## config.mk

```make
export PLATFORM = sky130hd
export DESIGN_NAME = vga_scanout
export DESIGN_NICKNAME = d
export VERILOG_FILES = /design/src/rtl/vga_scanout.sv
export SDC_FILE = /design/constraint.sdc
export NUM_CORES = 1
export LEC_CHECK = 0
export ABC_AREA = 1
export CAP_MARGIN = 10
export CORE_MARGIN = 5
export CORE_UTILIZATION = 51
export DETAILED_ROUTE_END_ITERATION = 16
export HOLD_SLACK_MARGIN = 0.12
export PLACE_DENSITY = 0.81
export SETUP_SLACK_MARGIN = 0.05
export SLEW_MARGIN = 20
export SYNTH_ARGS = -nofsm -noshare
export SYNTH_HDL_FRONTEND = slang
export SYNTH_SLANG_ARGS = --single-unit
```

## constraint.sdc

```tcl
create_clock -name clk -period 3.24 [get_ports clk]
set_clock_uncertainty 0.15 [all_clocks]
set_input_delay 0.486 -clock clk [delete_from_list [all_inputs] [get_ports clk]]
set_output_delay 0.486 -clock clk [all_outputs]
set_load 0.005 [all_outputs]
```

## src/rtl/vga_scanout.sv

```systemverilog
// vga_scanout: frame-buffer reader and VGA timing generator.
// Latches the frame base at frame start, fetches one pixel per visible clock from the video
// SRAM read port, and aligns colour/sync/data-enable with the SRAM read latency.
// Ports:
//   clk, rst            pixel clock, synchronous active-high reset
//   vga_base_address_i  frame buffer base, sampled at frame start only
//   ram_addr_o, ram_oe_n_o, ram_we_n_o, ram_din_o   SRAM read request
//   ram_result_i        SRAM read data (low 9 bits are the pixel colour)
//   vga_color_o         {R[2:0], G[2:0], B[2:0]}, 0 outside the visible region
//   hsync_o, vsync_o    sync outputs, SYNC_ACTIVE during the pulse
//   de_o                high for visible pixels
//   paint_done_o        one-cycle pulse at the start of vertical blanking
module vga_scanout #(
    parameter int unsigned H_VISIBLE    = 800,
    parameter int unsigned H_FRONT      = 56,
    parameter int unsigned H_SYNC       = 120,
    parameter int unsigned H_BACK       = 64,
    parameter int unsigned V_VISIBLE    = 600,
    parameter int unsigned V_FRONT      = 37,
    parameter int unsigned V_SYNC       = 6,
    parameter int unsigned V_BACK       = 23,
    parameter bit          SYNC_ACTIVE  = 1'b1,
    parameter int unsigned READ_LATENCY = 2,   // must be >= 1
    parameter int unsigned ADDR_W       = 18,
    parameter int unsigned DATA_W       = 16   // must be > 9
) (
    input  logic              clk,
    input  logic              rst,
    input  logic [ADDR_W-1:0] vga_base_address_i,
    output logic [ADDR_W-1:0] ram_addr_o,
    output logic              ram_oe_n_o,
    output logic              ram_we_n_o,
    output logic [DATA_W-1:0] ram_din_o,
    input  logic [DATA_W-1:0] ram_result_i,
    output logic [8:0]        vga_color_o,
    output logic              hsync_o,
    output logic              vsync_o,
    output logic              de_o,
    output logic              paint_done_o
);

    localparam int unsigned H_TOTAL  = H_VISIBLE + H_FRONT + H_SYNC + H_BACK;
    localparam int unsigned V_TOTAL  = V_VISIBLE + V_FRONT + V_SYNC + V_BACK;
    localparam int unsigned HW       = $clog2(H_TOTAL);
    localparam int unsigned VW       = $clog2(V_TOTAL);
    localparam int unsigned HS_START = H_VISIBLE + H_FRONT;
    localparam int unsigned HS_END   = HS_START + H_SYNC;
    localparam int unsigned VS_START = V_VISIBLE + V_FRONT;
    localparam int unsigned VS_END   = VS_START + V_SYNC;
    // Stage READ_LATENCY of the shift registers is the counter term delayed by READ_LATENCY+1,
    // which lines up with valid SRAM data; the output register adds the final cycle.
    localparam int unsigned TAP      = READ_LATENCY;

    logic [HW-1:0]      h_q, h_d;
    logic [VW-1:0]      v_q, v_d;
    logic [ADDR_W-1:0]  ptr_q, ptr_d, cur_ptr;
    logic [ADDR_W-1:0]  addr_q;
    logic               oe_n_q;
    logic [TAP:0]       vis_sr_q, hs_sr_q, vs_sr_q;
    logic [8:0]         color_q;
    logic               de_q, hsync_q, vsync_q, paint_done_q;

    logic h_last, v_last, frame_start, visible, hs_raw, vs_raw, blank_start;

    always_comb begin
        h_last      = (h_q == HW'(H_TOTAL - 1));
        v_last      = (v_q == VW'(V_TOTAL - 1));
        h_d         = h_last ? '0 : h_q + HW'(1);
        v_d         = v_q;
        if (h_last) begin
            v_d = v_last ? '0 : v_q + VW'(1);
        end
        frame_start = (h_q == '0) && (v_q == '0);
        blank_start = (h_q == '0) && (v_q == VW'(V_VISIBLE));
        visible     = (h_q < HW'(H_VISIBLE)) && (v_q < VW'(V_VISIBLE));
        hs_raw      = (h_q >= HW'(HS_START)) && (h_q < HW'(HS_END));
        vs_raw      = (v_q >= VW'(VS_START)) && (v_q < VW'(VS_END));
        // The frame-start reload wins over the running pointer; pixel (0,0) fetches the base.
        cur_ptr     = frame_start ? vga_base_address_i : ptr_q;
        ptr_d       = visible ? cur_ptr + ADDR_W'(1) : cur_ptr;
    end

    always_ff @(posedge clk) begin
        if (rst) begin
            h_q          <= '0;
            v_q          <= '0;
            ptr_q        <= '0;
            addr_q       <= '0;
            oe_n_q       <= 1'b1;
            vis_sr_q     <= '0;
            hs_sr_q      <= '0;
            vs_sr_q      <= '0;
            color_q      <= '0;
            de_q         <= 1'b0;
            hsync_q      <= ~SYNC_ACTIVE;
            vsync_q      <= ~SYNC_ACTIVE;
            paint_done_q <= 1'b0;
        end else begin
            h_q          <= h_d;
            v_q          <= v_d;
            ptr_q        <= ptr_d;
            if (visible) begin
                addr_q <= cur_ptr;
            end
            oe_n_q       <= ~visible;
            vis_sr_q     <= {vis_sr_q[TAP-1:0], visible};
            hs_sr_q      <= {hs_sr_q[TAP-1:0], hs_raw};
            vs_sr_q      <= {vs_sr_q[TAP-1:0], vs_raw};
            color_q      <= vis_sr_q[TAP] ? ram_result_i[8:0] : 9'd0;
            de_q         <= vis_sr_q[TAP];
            hsync_q      <= hs_sr_q[TAP] ? SYNC_ACTIVE : ~SYNC_ACTIVE;
            vsync_q      <= vs_sr_q[TAP] ? SYNC_ACTIVE : ~SYNC_ACTIVE;
            paint_done_q <= blank_start;
        end
    end

    // Only the colour bits of the read data are used.
    logic unused_result;
    assign unused_result = ^ram_result_i[DATA_W-1:9];

    assign ram_addr_o   = addr_q;
    assign ram_oe_n_o   = oe_n_q;
    assign ram_we_n_o   = 1'b1;
    assign ram_din_o    = '0;
    assign vga_color_o  = color_q;
    assign hsync_o      = hsync_q;
    assign vsync_o      = vsync_q;
    assign de_o         = de_q;
    assign paint_done_o = paint_done_q;

endmodule
```

==> flow_summary_export.csv, run 1 <==
group,metric,value,unit
job,max_cap_violations,0,
placement,hpwl,6430,um
global_route,globalRouteOverflowTotal,0,
cells_and_area,ff_latch_area,0.00160,mm^2
cells_and_area,stdcell_count,707,
critical_path,rr_worst_depth,13,
die,initial_utilization,53.2,%
critical_path,arrival,2.67,ns
cts,postCtsSetupBuffers,0,
placement,placed_cells,691,
synthesis,synth-edff-count,0,
placement,dpl_cell_area,0.00451,mm^2
timing,setup_tns,0,ns
critical_path,worst-r2r-setup-slack,0.67,ns
pwr,p_leak,2.10,nW
min_path,min_path_type,"flip-flop to flip-flop",
min_path,min_path_cells,2,
pwr,peakVddDrop,0.203,mV
synthesis,syn_area,0.00390,mm^2
route,drt_pre_antenna_iters,4,
placement,portBuffers,60,
route,vias_per_cell,4.88,
timing,period_minus_slack,2.57,ns
critical_path,crit_path_max_fanout,24,
cells_and_area,final_nets,646,
synthesis,async_flop_share,0,%
critical_path,startpoint_type,"flip-flop",
cts,clkSinkCount,80,
die,die_h,97.4,um
route,route.antenna.remaining_nets,0,
timing,rsz0062_at_grt,"no",
timing,max_freq,389,MHz
cts,cts_buffer_depth,2,
route,drc,0,
outcome,status,"finished clean",
die,coreArea,0.00733,mm^2
cts,htree_levels,3,
timing,slew_viol_final,0,
cells_and_area,layout-drive-gt1-share,10.9,%
synthesis,ys_ff_latch,80,
cts,cts_tree,"done",
global_route,grt_max_degree,25,
cells_and_area,fillers,650,
cts,cts-root-buf,"clkbuf_8",
synthesis,synth_cells,543,
timing,period_share,79.3,%
synthesis,yosysWarnings,0,
placement,place_congestion,0.882,
synthesis,synth.avg_cell_area,7.18,um^2
synthesis,ys_types,39,
global_route,antenna_found_initial,0,
cts,insertion_delay,0.35,ns
global_route,grt_util_all_layers,17.6,%
die,rows,31,
timing,hold_viol,0,
cts,post_cts_resized,0,
die,num_io_pins,85,
timing,setup_violations,0,
critical_path,crit_required,3.34,ns
global_route,grt_pass1_vias,3134,
route,post_drt_wl_per_cell,11.8,um
cts,clk_pin_slew_worst_paths,0.08,ns
critical_path,crit_type,"flip-flop to flip-flop",
cells_and_area,diodes,0,
cts,cts.hold.buffers_added,0,
cells_and_area,multiInputGateArea,0.00182,mm^2
pwr,p_per_area,488,mW/mm^2
die,die_area,0.00949,mm^2
cells_and_area,final_design_area_no_fill,0.00472,mm^2
route,wl,8380,um
synthesis,ys.flop_type,"dfxtp_1",
cts,cts_buffers,9,
die,die_x,97.4,um
global_route,grt_pass1_wl,14000,um
route,vias,3449,
synthesis,yosysSeqAreaShare,41.1,%
route,drt_iter0_markers,167,
critical_path,crit_path_end_kind,"flip-flop",
cells_and_area,area_growth,21.0,%
==> through the flow <==
stage	worst slack [ns]	hold WS (ns)	power [mW]	util [%]
4_1_cts	0.709	0.252	2.32	64.3
3_3_place_gp	0.773	0.239	1.56	61.6
5_1_grt	0.446	0.266	2.43	64.3
3_5_place_dp	0.742	0.244	1.58	61.6
6_report	0.670	0.253	2.30	64.3
2_1_floorplan	1.01	0.238	1.42	-
==> registers in the layout (all words and copies together), names as in the netlist <==
| register | flops |
|---|---|
| h_q | 11 |
| paint_done_o | 1 |
| vis_sr_q | 3 |
| ram_addr_o | 18 |
| ram_oe_n_o | 1 |
| v_q | 10 |
| vs_sr_q | 3 |
| vsync_o | 1 |
| hs_sr_q | 3 |
| ptr_q | 18 |
| hsync_o | 1 |
| vga_color_o | 9 |
| de_o | 1 |
==> placed cells by master, fill, tap and decap left out, types with 2 or more instances in the layout <==
| cell type | instances |
|---|---|
| dfxtp_1 | 80 |
| clkdlybuf4s50_1 | 60 |
| nand3_1 | 43 |
| nor2_2 | 7 |
| nand2_2 | 21 |
| nand4_1 | 8 |
| o21bai_1 | 2 |
| a21oi_1 | 17 |
| buf_4 | 6 |
| nor2_4 | 5 |
| nand3b_1 | 7 |
| o21ai_0 | 16 |
| inv_2 | 5 |
| o21ai_1 | 15 |
| o21ai_2 | 2 |
| nand2_1 | 91 |
| clkinv_4 | 2 |
| clkbuf_8 | 9 |
| xnor2_1 | 2 |
| nor2_1 | 70 |
| inv_1 | 79 |
| clkinv_2 | 2 |
| conb_1 | 17 |
| xor2_1 | 3 |
| a211oi_1 | 4 |
| ha_1 | 7 |
| a311oi_1 | 2 |
| nor3_1 | 12 |
==> path summary, 6_finish.rpt <==
check / endpoint / start
worst max-delay path: ptr_q[14] / v_q[0]
worst min-delay path: hs_sr_q[2] / hs_sr_q[1]
worst min register to register: hs_sr_q[2] / hs_sr_q[1]
worst max register to register: ptr_q[14] / v_q[0]
==> cell usage after synthesis, types with 3 or more instances <==
cell type / instances / share of area (%)
nand2_1: 91 / 8.8
dfxtp_1: 80 / 41
inv_1: 79 / 7.6
nor2_1: 70 / 6.7
nand3_1: 43 / 5.5
nand2_2: 21 / 3.4
a21oi_1: 17 / 2.2
buf_4: 17 / 3.3
o21ai_0: 16 / 2.1
o21ai_1: 15 / 1.9
nor3_1: 12 / 1.5
nand4_1: 8 / 1.3
ha_1: 7 / 2.2
nand3b_1: 7 / 1.3
nor2_2: 7 / 1.1
clkbuf_1: 5 / 0.48
inv_2: 5 / 0.48
nor2_4: 5 / 1.4
a211oi_1: 4 / 0.77
buf_2: 4 / 0.51
buf_1: 3 / 0.29
buf_6: 3 / 0.87
xor2_1: 3 / 0.67
==> worst max-delay path, cell delays in order (launching register included) <==
cell and delay (ns):
dfxtp_1 0.42, inv_1 0.10, ha_1 0.23, nand3_1 0.10, nor2_2 0.05, nand2_2 0.19, buf_4 0.33, o21ai_1 0.15
nor2_2 0.19, nand2_1 0.12, nor2_2 0.16, nand2_1 0.10, o21ai_1 0.12, nor2_1 0.05
==> logic make-up (layout without fill, tap and decap cells) <==
logic type | Yosys count | in the layout | share of synthesized area [%]
simple gates | 269 | 269 | 32.7
xor+xnor | 5 | 5 | 1.12
fa+ha+maj | 7 | 7 | 2.25
compound gates | 62 | 62 | 8.92
flops | 80 | 80 | 41.1
other cells | 2 | 17 | 0.193
buf+inv | 118 | 168 | 13.7
==> metal layers <==
metal	routed length, um	global-route usage (%)	part of all wire (%)
met1	3800	22.4	45
met2	3920	28.9	47
met3	492	4.02	5.9
met4	160	6.82	1.9
met5	0	0	0
==> report_power, final <==
group / switching (mW) / internal [mW]
sequential: 0.0300 / 1.05
combinational: 0.281 / 0.192
clock: 0.381 / 0.365
total: 0.693 / 1.61
==> final cells by class <==
type	instances	share of cell area, %
multi-input combinational	360	38.5
timing repair buffer	66	13.7
sequential	80	34.0
tap	99	2.63
clock inverter	7	1.70
clock buffer	9	2.63
inverter	86	6.87
Note: power is estimated with default switching activity, not from simulation.
==> run 2: changes to the inputs <==
Settings changed: CORE_UTILIZATION 51 to 46, PLACE_DENSITY 0.81 to 0.77.
Clock period 3.24 ns to 2.1 ns, I/O delays scaled along.
==> run 2 against run 1 <==
Against the previous run:
- the flow now finishes with violations (negative setup slack)
- via count grew 18%
- wire length grew 36%
- sequential cell count is the same
- count of clock-buffer cells in the layout grew 1
- register-to-register slack lost 0.94 ns
- global-route usage grew 2.9 points
- first-iteration DRC count grew 53%
- maximum frequency grew 8.6%
- highest routed layer unchanged
- largest power group unchanged
- die area grew 9.7%
==> flow_summary_export.csv, run 2 (synthesis results as in run 1) <==
group,metric,value,unit
outcome,status,"finished, violations left",
outcome,violations,"negative setup slack",
critical_path,rr_startpoint,"h_q[0]",
cts,htree_levels,3,
cells_and_area,fillers,608,
global_route,grt_pass1_wl,16800,um
route,m1WireLength,4200,um
job,max_cap_violations,0,
critical_path,worst-r2r-setup-slack,-0.27,ns
critical_path,crit_path_end_kind,"flip-flop",
cells_and_area,mostFrequentLayoutCells,"87 x buf_4, 78 x dfxtp_1, 77 x nand2_1, 73 x inv_1, 60 x clkdlybuf4s50_1",
timing,max_freq,422,MHz
route,drt_pre_antenna_iters,5,
die,die_x,102,um
timing,setup_slack,-0.267,ns
cells_and_area,diodes,0,
critical_path,startpoint_type,"flip-flop",
die,rows,33,
route,route.met3.wl,984,um
timing,rsz0062_at_grt,"yes",
critical_path,crit_required,2.25,ns
min_path,min_path_cells,2,
timing,setup_violations,16,
pwr,power.total,4.07,mW
timing,hold_viol,0,
global_route,grt_pass1_vias,3748,
pwr,p_per_area,703,mW/mm^2
route,vias,4081,
cells_and_area,final_common_cell,"buf_4",
cells_and_area,area_growth,48.5,%
pwr,peakVddDrop,0.386,mV
route,route.antenna.remaining_nets,0,
cells_and_area,finalCoreUtilization,70.1,%
cells_and_area,final_nets,736,
critical_path,rr_worst_depth,18,
timing,period_minus_slack,2.37,ns
critical_path,regToRegEndpoint,"ptr_q[9]",
min_path,hp-start,"hs_sr_q[2]",
critical_path,crit_type,"flip-flop to flip-flop",
die,die_h,102,um
cts,cts_tree,"done",
route,wl,11400,um
min_path,min_path_type,"flip-flop to flip-flop",
cts,cts_buffer_depth,2,
cells_and_area,stdcell_count,802,
cells_and_area,layout-drive-gt1-share,31.6,%
min_path,hold_end,"hsync_o",
placement,dpl_worst_slack,-0.229,ns
cells_and_area,ff_latch_area,0.00160,mm^2
cells_and_area,multiInputGateArea,0.00215,mm^2
placement,place_congestion,0.906,
route,vias_per_cell,5.09,
die,coreArea,0.00826,mm^2
cts,cts-root-buf,"clkbuf_8",
cts,insertion_delay,0.36,ns
global_route,globalRouteOverflowTotal,0,
cts,cts_buffers,9,
global_route,antenna_found_initial,0,
die,num_io_pins,85,
cts,cts.hold.buffers_added,0,
pwr,p_leak,2.63,nW
die,die_area,0.0104,mm^2
placement,hpwl,7300,um
global_route,grt_max_degree,33,
critical_path,slowest_delay,0.33,ns
route,drc,0,
critical_path,cp_common_cell,"nand2_4",
critical_path,arrival,2.51,ns
cts,clk_pin_slew_worst_paths,0.08,ns
cells_and_area,final_design_area_no_fill,0.00579,mm^2
placement,dpl_cell_area,0.00514,mm^2
placement,portBuffers,60,
route,wl_met2,5850,um
critical_path,worstPathCellList,"inv_2, ha_4, inv_2, nor2_2, nand3_2, nor2_4, nand2_4, buf_12, nand2_4, nand2_4, buf_12, nor2_4, nand2_4, nor2_4, nand2_2, nand2_1, inv_1, nor2_1",
critical_path,crit_path_max_fanout,8,
placement,placed_cells,770,
critical_path,critPathSlowestCell,"dfxtp_2",
timing,slew_viol_final,0,
global_route,grt_util_all_layers,20.5,%
cts,clkSinkCount,80,
timing,period_share,113,%
route,post_drt_wl_per_cell,14.2,um
route,drt_iter0_markers,255,
route,top_layer_used,"met4",
die,initial_utilization,47.2,%
run 2: cell types whose count changed in the layout (fill, tap and decap cells not counted), sizes merged:
cell / delta
clkinvlp: +1
buf: +90
inv: -2
clkbuf: +1
clkinv: -1
run 2: worst max-delay path: cells and delay by family (launching register included):
kind	cells	cell delay (ns)
simple gates	12	1.29
buf+inv	5	0.43
flops	1	0.33
fa+ha+maj	1	0.12
run 2: worst max-delay path by stage:
| stage | from | endpoint | depth (start not counted) |
|---|---|---|---|
| 3_3_place_gp | h_q[0] | ptr_q[10] | 19 |
| 5_1_grt | h_q[0] | ptr_q[9] | 18 |
| 6_report | h_q[0] | ptr_q[9] | 18 |
| 3_5_place_dp | h_q[1] | ptr_q[10] | 18 |
| 2_1_floorplan | h_q[0] | ptr_q[10] | 19 |
| 4_1_cts | h_q[0] | ptr_q[9] | 17 |
run 2: stage by stage:
stage | TNS [ns] | hold WS, ns
final | -2.49 | 0.259
after global routing | -4.13 | 0.270
after CTS | -1.18 | 0.261
after detailed placement | -2.48 | 0.246
after global placement | -1.31 | 0.242
after floorplan | -0.177 | 0.238
run 2: where the power goes:
group | internal [mW] | total, mW | leakage [nW] | switching (mW)
logic | 0.619 | 1.28 | 1.88 | 0.660
clock network | 0.543 | 1.12 | 0.0883 | 0.576
registers | 1.63 | 1.67 | 0.656 | 0.0458
total | 2.79 | 4.07 | 2.63 | 1.28
run 2: routing by layer:
layer,vias up,GRT usage (%)
li1,1969,-
met1,1866,23.3
met2,204,37.6
met3,42,4.23
met4,0,7.47
met5,-,0
run 2: area by class of cell:
class / count / share of cell area (%)
clock buffer: 10 / 2.20
timing repair buffer: 156 / 24.1
sequential: 80 / 27.7
multi-input combinational: 360 / 37.1
tap: 105 / 2.27
inverter: 86 / 5.66
clock inverter: 5 / 1.02
run 2: repair_timing:
action / 4_1_cts / 5_1_grt
buffers inserted: 10 / 9
resized for setup: 49 / 41
gates cloned: 1 / 0
pin swaps: 15 / 23
setup endpoints to repair: 19 / 36
==> variant (flow settings as in run 2) <==
Reset style: asynchronous (`rst`), changed in one clocked block. Comments in the files are not updated.
--- a/src/rtl/vga_scanout.sv
+++ b/src/rtl/vga_scanout.sv
@@ -80,7 +80,7 @@
         ptr_d       = visible ? cur_ptr + ADDR_W'(1) : cur_ptr;
     end
 
-    always_ff @(posedge clk) begin
+    always_ff @(posedge clk or posedge rst) begin
         if (rst) begin
             h_q          <= '0;
             v_q          <= '0;
Behaviour: differs if rst is asserted again (counterexample within 4 cycles, from zero or initial values and one cycle with rst high); with rst held inactive, the same outputs for 10 cycles.
==> variant against run 2 <==
The flow still finishes with violations (setup timing); sequential share of layout area increased by 4.7 points; first-iteration DRC count is 14% higher; cell area rose by 6.8%; routed wire length increased by 13%; synthesized cell count shrank 9.4%; sequential cell count stayed put; critical path type unchanged; via count fell by 0.71%; worst setup slack got worse by 0.13 ns; area after synthesis increased by 5.7%; total power is 21% higher.
==> variant: results (changes against run 2) <==
- **Area after DPL** 0.00539 mm^2, was 0.00514 mm^2
- **result of the run** finished, violations left, unchanged
- **growth of design area from synthesis to finish** 50.1%, was 48.5%
- **worst path setup slack after routing** -0.396 ns, was -0.267 ns
- **slowest stage cell, crit path** sky130_fd_sc_hd__dfrtp_1, was sky130_fd_sc_hd__dfxtp_2
- **Slowest Stage Delay on Critical Path** 0.42 ns, was 0.33 ns
- **overall power of the completed layout** 4940 uW, was 4070 uW
- **Leak Pwr** 0.00297 uW, was 0.00263 uW
- **DRT Pass-1 Iters** 6, was 5
- **final number of setup-violating endpoints** 22, was 16
- **failing checks** setup timing, unchanged
- **CP arrival** 2.61 ns, was 2.51 ns
- **count of multi-input gates** 334, was 360
- **reg2reg path depth** 16, was 18
- **largest net degree at the start of global routing** 34, was 33
- **clock tree cell share of total cell area** 3.80%, was 3.22%
- **most common library cells after synthesis** sky130_fd_sc_hd__nand2_1, sky130_fd_sc_hd__dfrtp_1, sky130_fd_sc_hd__inv_1, was sky130_fd_sc_hd__nand2_1, sky130_fd_sc_hd__dfxtp_1, sky130_fd_sc_hd__inv_1
- **fraction of the mapped netlist area in adder cells** 2.13%, was 2.25%
- **weighted congestion at the end of routability-driven global placement** 0.871, was 0.906
- **WHS** 0.163 ns, was 0.259 ns
- **post-CTS repair timing setup buffer count** 9, was 10
- **xor/xnor share of the synthesized area** 3.83%, was 1.12%
- **number of DRC markers in iteration 0** 290, was 255
- **area of all sequential standard cells** 0.00200 mm^2, was 0.00160 mm^2
- **largest fanout on the critical path** 6, was 8
- **clock-net power** 1380 uW, was 1120 uW
- **internal cell power** 3350 uW, was 2790 uW
- **register area share after synthesis** 48.6%, was 41.1%
- **Netlist Area Pre-Place** 0.00412 mm^2, was 0.00390 mm^2
- **fraction of layout cells with a size suffix above 1** 34.6%, was 31.6%
- **endpoint of the worst register-to-register path** ptr_q[11], was ptr_q[9]
- **first-pass GRT wire length** 19,000 um, was 16,800 um
- **GRT Overall Usage** 21.2%, was 20.5%
- **Routed Wire Length** 12,900 um, was 11,400 um
[variant: per-layer routing]
layer  vias to the layer above  track usage (%)  part of all wire (%)  wire, um
met5                         -                0                     0         0
met4                         0             10.8                   5.4       694
met3                        69             4.50                   6.8       872
met2                       250             35.8                    50      6410
met1                      1928             25.4                    38      4930
li1                       1805                -                     -         -
[variant: worst max-delay path by stage]
stage	from	endpoint	slack, ns	cells past startpoint
final	h_q[0]	ptr_q[11]	-0.40	16
after global routing	h_q[0]	ptr_q[11]	-0.48	16
after CTS	h_q[1]	ptr_q[13]	-0.21	15
after detailed placement	h_q[1]	ptr_q[15]	-0.30	16
after global placement	h_q[1]	ptr_q[12]	-0.21	15
after floorplan	h_q[0]	ptr_q[8]	-0.07	15
[variant: per-stage QoR]
| step | instances | setup TNS (ns) |
|---|---|---|
| after floorplan | 507 | -0.228 |
| after global placement | 727 | -2.55 |
| after detailed placement | 727 | -4.23 |
| after CTS | 753 | -2.32 |
| after global routing | 761 | -7.56 |
| final | 761 | -4.27 |
